==> src/rtl/ac97_pkg.sv <==
// Shared constants and types for the AC-link SDI receiver: frame geometry,
// slot boundaries and the frame-tracker state encoding.
package ac97_pkg;

    localparam int FrameBits = 256;
    localparam int Slot0Bits = 16;
    localparam int SlotBits  = 20;

    localparam int Slot0End = Slot0Bits - 1;
    localparam int Slot1End = Slot0End + SlotBits;
    localparam int Slot2End = Slot1End + SlotBits;
    localparam int Slot3End = Slot2End + SlotBits;
    localparam int Slot4End = Slot3End + SlotBits;

    typedef enum logic [1:0] {
        HUNT   = 2'd0,
        ALIGN  = 2'd1,
        LOCKED = 2'd2
    } tracker_state_t;

    // Tag bits 14:3 arrive slot-1 first; flip them so index 0 is slot 1.
    function automatic logic [11:0] tag_to_slot_flags(input logic [11:0] i_tag_bits);
        logic [11:0] w_flags;
        for (int i = 0; i < 12; i++) begin
            w_flags[i] = i_tag_bits[11 - i];
        end
        return w_flags;
    endfunction

endpackage

==> src/rtl/ac97_frame_tracker.sv <==
// SYNC edge detection, bit counter and frame-alignment state machine for the
// AC-link receive path; exports the current bit index and an in-lock strobe.
module ac97_frame_tracker
    import ac97_pkg::*;
#(
    parameter int SyncLockFrames = 2
) (
    input  logic       i_clk,
    input  logic       i_rstn,
    input  logic       i_sync,
    output logic [7:0] o_bit_idx,
    output logic       o_in_lock,
    output logic       o_locked,
    output logic       o_frame_err
);

    tracker_state_t r_state;
    tracker_state_t w_state_nxt;
    logic           r_sync_prev;
    logic [7:0]     r_cnt;
    logic [7:0]     w_cnt_nxt;
    logic [7:0]     r_good;
    logic [7:0]     w_good_nxt;
    logic           r_frame_err;
    logic           w_err_nxt;
    logic           w_rise;
    logic           w_at_end;
    logic           w_lock_reached;

    assign w_rise         = i_sync & ~r_sync_prev;
    assign w_at_end       = (r_cnt == 8'(FrameBits - 1));
    assign w_lock_reached = (int'(r_good) + 1) >= SyncLockFrames;

    always_ff @(posedge i_clk) begin
        if (!i_rstn) begin
            r_state     <= HUNT;
            r_sync_prev <= 1'b0;
            r_cnt       <= '0;
            r_good      <= '0;
            r_frame_err <= 1'b0;
        end else begin
            r_state     <= w_state_nxt;
            r_sync_prev <= i_sync;
            r_cnt       <= w_cnt_nxt;
            r_good      <= w_good_nxt;
            r_frame_err <= w_err_nxt;
        end
    end

    // r_cnt is the index of the frame bit sampled on the current edge, so a
    // correctly placed SYNC rise always lands while r_cnt is 255.
    always_comb begin
        w_state_nxt = r_state;
        w_cnt_nxt   = r_cnt + 8'd1;
        w_good_nxt  = r_good;
        w_err_nxt   = 1'b0;
        unique case (r_state)
            HUNT: begin
                w_cnt_nxt = '0;
                if (w_rise) begin
                    w_state_nxt = ALIGN;
                    w_good_nxt  = '0;
                end
            end
            ALIGN: begin
                if (w_rise) begin
                    w_cnt_nxt = '0;
                    if (w_at_end) begin
                        if (w_lock_reached) begin
                            w_state_nxt = LOCKED;
                            w_good_nxt  = '0;
                        end else begin
                            w_good_nxt = r_good + 8'd1;
                        end
                    end else begin
                        w_err_nxt  = 1'b1;
                        w_good_nxt = '0;
                    end
                end
            end
            LOCKED: begin
                if (w_rise) begin
                    w_cnt_nxt = '0;
                    if (!w_at_end) begin
                        w_err_nxt   = 1'b1;
                        w_state_nxt = ALIGN;
                        w_good_nxt  = '0;
                    end
                end else if (w_at_end) begin
                    w_err_nxt   = 1'b1;
                    w_state_nxt = HUNT;
                    w_cnt_nxt   = '0;
                end
            end
            default: begin
                w_state_nxt = HUNT;
                w_cnt_nxt   = '0;
                w_good_nxt  = '0;
            end
        endcase
    end

    // Decode is blocked on the edge that flags an error so a misplaced SYNC
    // can never coincide with a valid pulse.
    always_comb begin
        o_bit_idx   = r_cnt;
        o_locked    = (r_state == LOCKED);
        o_in_lock   = (r_state == LOCKED) && !w_err_nxt;
        o_frame_err = r_frame_err;
    end

endmodule

==> src/rtl/ac97_link_receiver.sv <==
// Controller-side AC-link SDI receiver: deserialises codec frames and decodes
// the slot-0 tag, slot-1/2 status read-back and slot-3/4 PCM capture.
module ac97_link_receiver
    import ac97_pkg::*;
#(
    parameter int SyncLockFrames = 2
) (
    input  logic        AC97BitClock,
    input  logic        Rstn,
    input  logic        AC97SDI,
    input  logic        AC97Sync,
    output logic        Locked,
    output logic        FrameError,
    output logic        CodecReady,
    output logic [11:0] SlotTag,
    output logic [6:0]  StatusAddr,
    output logic [15:0] StatusData,
    output logic        StatusValid,
    output logic [19:0] PcmLeft,
    output logic [19:0] PcmRight,
    output logic        PcmValid
);

    // Each slot is decoded one edge after its last bit, once the shift
    // register holds the whole slot.
    localparam logic [7:0] DecTag   = 8'(Slot0End + 1);
    localparam logic [7:0] DecAddr  = 8'(Slot1End + 1);
    localparam logic [7:0] DecData  = 8'(Slot2End + 1);
    localparam logic [7:0] DecLeft  = 8'(Slot3End + 1);
    localparam logic [7:0] DecRight = 8'(Slot4End + 1);

    logic [7:0]  w_bit_idx;
    logic        w_in_lock;
    logic        w_locked;
    logic        w_frame_err;

    logic [19:0] r_shift;
    logic        r_codec_ready;
    logic [11:0] r_slot_tag;
    logic [6:0]  r_status_addr;
    logic [15:0] r_status_data;
    logic        r_status_valid;
    logic [19:0] r_pcm_left;
    logic [19:0] r_pcm_right;
    logic        r_pcm_valid;

    ac97_frame_tracker #(
        .SyncLockFrames (SyncLockFrames)
    ) u_tracker (
        .i_clk       (AC97BitClock),
        .i_rstn      (Rstn),
        .i_sync      (AC97Sync),
        .o_bit_idx   (w_bit_idx),
        .o_in_lock   (w_in_lock),
        .o_locked    (w_locked),
        .o_frame_err (w_frame_err)
    );

    always_ff @(posedge AC97BitClock) begin
        if (!Rstn) begin
            r_shift        <= '0;
            r_codec_ready  <= 1'b0;
            r_slot_tag     <= '0;
            r_status_addr  <= '0;
            r_status_data  <= '0;
            r_status_valid <= 1'b0;
            r_pcm_left     <= '0;
            r_pcm_right    <= '0;
            r_pcm_valid    <= 1'b0;
        end else begin
            r_shift        <= {r_shift[18:0], AC97SDI};
            r_status_valid <= 1'b0;
            r_pcm_valid    <= 1'b0;
            if (w_in_lock) begin
                unique case (w_bit_idx)
                    DecTag: begin
                        r_codec_ready <= r_shift[15];
                        r_slot_tag    <= tag_to_slot_flags(r_shift[14:3]);
                    end
                    DecAddr: begin
                        if (r_slot_tag[0]) begin
                            r_status_addr <= r_shift[18:12];
                        end
                    end
                    DecData: begin
                        if (r_slot_tag[1]) begin
                            r_status_data <= r_shift[19:4];
                        end
                        r_status_valid <= r_slot_tag[0] & r_slot_tag[1];
                    end
                    DecLeft: begin
                        if (r_slot_tag[2]) begin
                            r_pcm_left <= r_shift;
                        end
                    end
                    DecRight: begin
                        if (r_slot_tag[3]) begin
                            r_pcm_right <= r_shift;
                        end
                        r_pcm_valid <= r_slot_tag[2] | r_slot_tag[3];
                    end
                    default: begin
                    end
                endcase
            end
        end
    end

    assign Locked      = w_locked;
    assign FrameError  = w_frame_err;
    assign CodecReady  = r_codec_ready;
    assign SlotTag     = r_slot_tag;
    assign StatusAddr  = r_status_addr;
    assign StatusData  = r_status_data;
    assign StatusValid = r_status_valid;
    assign PcmLeft     = r_pcm_left;
    assign PcmRight    = r_pcm_right;
    assign PcmValid    = r_pcm_valid;

endmodule

==> config.mk <==
export PLATFORM = sky130hd
export DESIGN_NAME = ac97_link_receiver
export DESIGN_NICKNAME = d
export VERILOG_FILES = /design/src/rtl/ac97_pkg.sv /design/src/rtl/ac97_frame_tracker.sv /design/src/rtl/ac97_link_receiver.sv
export SDC_FILE = /design/constraint.sdc
export NUM_CORES = 1
export LEC_CHECK = 0
export ABC_AREA = 1
export CAP_MARGIN = 20
export CORE_MARGIN = 2
export CORE_UTILIZATION = 52
export DETAILED_ROUTE_END_ITERATION = 8
export PLACE_DENSITY = 0.86
export SYNTH_ARGS = -nofsm -noshare
export SYNTH_HDL_FRONTEND = slang
export SYNTH_SLANG_ARGS = --single-unit
==> constraint.sdc <==
create_clock -name AC97BitClock -period 2.7 [get_ports AC97BitClock]
set_clock_uncertainty 0.2 [all_clocks]
set_input_delay 0.54 -clock AC97BitClock [delete_from_list [all_inputs] [get_ports AC97BitClock]]
set_output_delay 0.54 -clock AC97BitClock [all_outputs]
set_load 0.01 [all_outputs]
==> results.txt, run 1 <==
----------------------------------------------------
[Status]
  Status ... finished, final reports clean

[Critical path]
  Data arrival time of the critical path ... 2.89 ns
  R2R cell count ... 13
  Critical path's largest stage delay ... 0.38 ns
  Critical path startpoint category ... flop
  Cell occurring most often along the worst timing path ... nand2_1
  Crit-path slowest cell ... dfxtp_1
  Setup crit end kind ... flop
  WP data required ... 2.95 ns
  Worst Setup Path Type ... flop to flop
  Highest net fanout along the worst path ... 14
  Crit path cell chain ... ha_4 -> nand3_4 -> nor3_4 -> inv_2 -> ha_1 -> a22o_1 -> a21oi_4 -> buf_12 -> nand2_2 -> buf_4 -> nand2_1 -> nand2_1 -> nor2_1

[Final layout]
  Final std cells w/o fill ... 906
  Commonest non-fill, non-tap cell in the layout ... nor2_1
  Most frequent cells in the layout ... 185 x nor2_1, 159 x nand2_1, 118 x dfxtp_1
  Proportion of layout cells with a drive suffix above 1 ... 7.925%
  Area growth from synthesis to layout ... 35.31%
  Number of diodes ... 0
  Total Nets Final ... 798

[GRT]
  GR Util All Layers ... 24.96%
  Number of global-route vias before repair ... 4,427
  Maximum number of pins on one net before global-route repair ... 41
  Number of antenna violations at the first check in global routing ... 0
  Total congestion overflow after global routing ... 0
  Wire length of the first global-routing pass ... 19,880 um

[Detailed routing]
  Routed length per placed instance ... 13.51 um
  Vias per cell ... 5.066
  Post-route DRC ... 0
  Initial drt markers ... 256
  Antenna violation net count after detailed routing ... 0
  Wire length after detailed routing ... 12,240 um
  Number of detailed-routing iterations run before antenna repair ... 5
  Via total after detailed routing ... 4,590

[Synth]
  Instance count of the mapped netlist ... 692
  #FFs+latches synth ... 118
  Largest cells by area after synthesis ... dfxtp_1 49%, nor2_1 14%, nand2_1 12%
  Post-synthesis instance area ... 0.004830 sq mm
  Portion of the post-synthesis area used by sequential elements ... 48.91%
  Net count after synthesis ... 708
  Yosys warning total ... 0
  Post-synthesis average cell area ... 6.979 sq um
  Fraction of post-synthesis cell area in the top cell type by area ... 48.91%
  Count of different cell masters after synthesis ... 29
  Cell taking the most area after synthesis ... dfxtp_1

[CTS]
  Total number of H-tree levels ... 4
  Cell at the root of the clock tree ... clkbuf_8
  Longest Clk Path Bufs ... 2
  Clock latency on the worst-skew pair ... 0.52 ns
  Clock tree from TritonCTS ... done
  TritonCTS buffer count ... 17
  Post-CTS clock slew at the launch and capture registers of the worst setup and hold paths ... 0.06 ns
  Count of clock tree sinks ... 118

[STA]
  Final Hold Violating Endpoints ... 0
  Relative slew margins ... 64.96%
  Tightest Pin Transition ... 0.5221 ns
  Maximum clock frequency ... 379.5 MHz
  # setup viols final ... 0
  Final Cycle Share ... 97.61%
  Minimum clock period after layout ... 2.635 ns
  Number of slew-limit violations in the final report ... 0
  Final WS setup ... 0.06464 ns

[Pwr]
  Static power due to leakage ... 0.003106 uW
  Power per Cell Area ... 644.3 mW/mm^2
  Total Power Consumption ... 4210 uW
  Maximum vdd ir drop ... 0.5512 mV

[Flow run]
  Max-cap violations ... 0

[Floorplan]
  Area of the placeable core ... 0.009109 sq mm
  Starting density of the core ... 53.02%
  Number of I/O pins ... 84
  Overall die area ... 0.01007 sq mm
  Number of cell rows ... 35
  Vertical die dimension ... 100.4 um
  Overall die width ... 100.4 um

[Placement]
  # placed instances ... 871
  Port buffer count ... 83
  Post-DP HPWL ... 7818 um
  Setup Slack @ Placement ... -0.1199 ns
  Routability congestion estimate from global placement ... 0.8319

[Hold path]
  Hold Path Depth ... 3
  Path type of the worst min-delay path ... input port to flop

----------------------------------------------------
[cell type report]
class / count / area [sq um]
multi-input cells: 443 / 1983
well taps: 111 / 138.9
repair buffers: 101 / 1057
clock buffers: 23 / 466.7
flip-flops and latches: 118 / 2362
clock inverters: 9 / 147.6
fillers: 671 / 2574
inverters: 101 / 379.1
[worst max-delay path: cells and delay by family (launching register included)]
| kind | cells | cell delay, ns |
|---|---|---|
| and+or+nand+nor | 6 | 0.64 |
| adders and majority gates | 2 | 0.49 |
| buffers and inverters | 3 | 0.44 |
| AOI/OAI and AO/OA | 2 | 0.40 |
| DFF | 1 | 0.38 |
[Yosys cell counts]
cell	n
nor3_1	9
buf_1	3
xor2_1	3
a21oi_1	4
a21oi_2	1
dfxtp_1	118
nor4_2	1
a21oi_4	1
nand2_1	160
o21ai_0	5
nor2_1	185
clkbuf_1	9
nand4_1	3
and3_1	2
o21ai_1	1
o2111a_1	1
nand3_2	1
nor3_4	1
or2_2	1
nand3_1	46
inv_2	2
xnor2_1	1
a22o_1	1
nand2_2	2
o31ai_1	1
a31oi_1	1
ha_1	12
inv_1	99
buf_2	18
[path summary, 6_finish.rpt]
| kind | startpoint | end | slack [ns] |
|---|---|---|---|
| worst max register to register | u_tracker.o_bit_idx[0] | StatusData[1] | 0.06 |
| worst max-delay path | u_tracker.o_bit_idx[0] | StatusData[1] | 0.06 |
| worst min-delay path | Rstn | u_tracker.r_good[0] | 0.15 |
| worst min register to register | u_tracker.r_good[6] | u_tracker.r_good[6] | 0.23 |
[cells by family (layout without fill, tap and decap cells)]
kind of cell	after synthesis	in the layout	share of synthesized area, %
compound gates	16	16	2.254
fa+ha+maj	12	12	3.109
xor+xnor	4	4	0.7255
buf+inv	131	234	10.65
flops	118	118	48.91
simple gates	411	411	34.35
[flip-flops by register name (all words and copies together) (netlist names), 2 cells and up]
signal,cells
r_shift,20
StatusAddr,7
PcmLeft,20
StatusData,16
u_tracker.r_good,8
PcmRight,20
SlotTag,12
u_tracker.o_bit_idx,8
u_tracker.r_state,2
[layer usage]
layer  track usage, %  vias up  part of all wire (%)
met5                0        -                     0
li1                 -     2249                     -
met4            9.484        0                   2.7
met1            29.42     2107                    40
met3            6.964       37                   7.4
met2            43.16      197                    50
[power by group]
group,leakage (uW),internal (uW),switching [uW]
clock,0.000302,1570,776
sequential,0.000951,1750,5.73
combinational,0.00185,35.5,78.1
[through the flow]
step | TNS [ns] | hold slack, ns | util (%) | cell area [sq um]
detailed placement | -3.254 | 0.2183 | 64.11 | 5839
CTS | 0 | 0.1470 | 71.04 | 6471
finish | 0 | 0.1545 | 71.74 | 6535
global placement | -1.098 | 0.2125 | 64.11 | 5839
floorplan | 0 | 0.2071 | - | 4830
global route | -0.2294 | 0.1648 | 71.74 | 6535
[timing repair]
action,in CTS,in global routing
gates cloned,0,1
gates resized for setup,2,5
endpoints found under the setup margin,7,76
hold buffers,0,0
buffers inserted,1,1
pin swaps,2,2
Note: power is estimated with default switching activity, not from simulation.
==> inputs of run 2 (changes only) <==
SLEW_MARGIN = 0   (was not set)
==> results of run 2 <==
The final DEF is identical to that of run 1; final timing and power are the same.
==> inputs of run 3 (changes only) <==
SLEW_MARGIN = not set   (was 0)
==> results of run 3 <==
The final DEF is identical to that of run 1; final timing and power are the same.
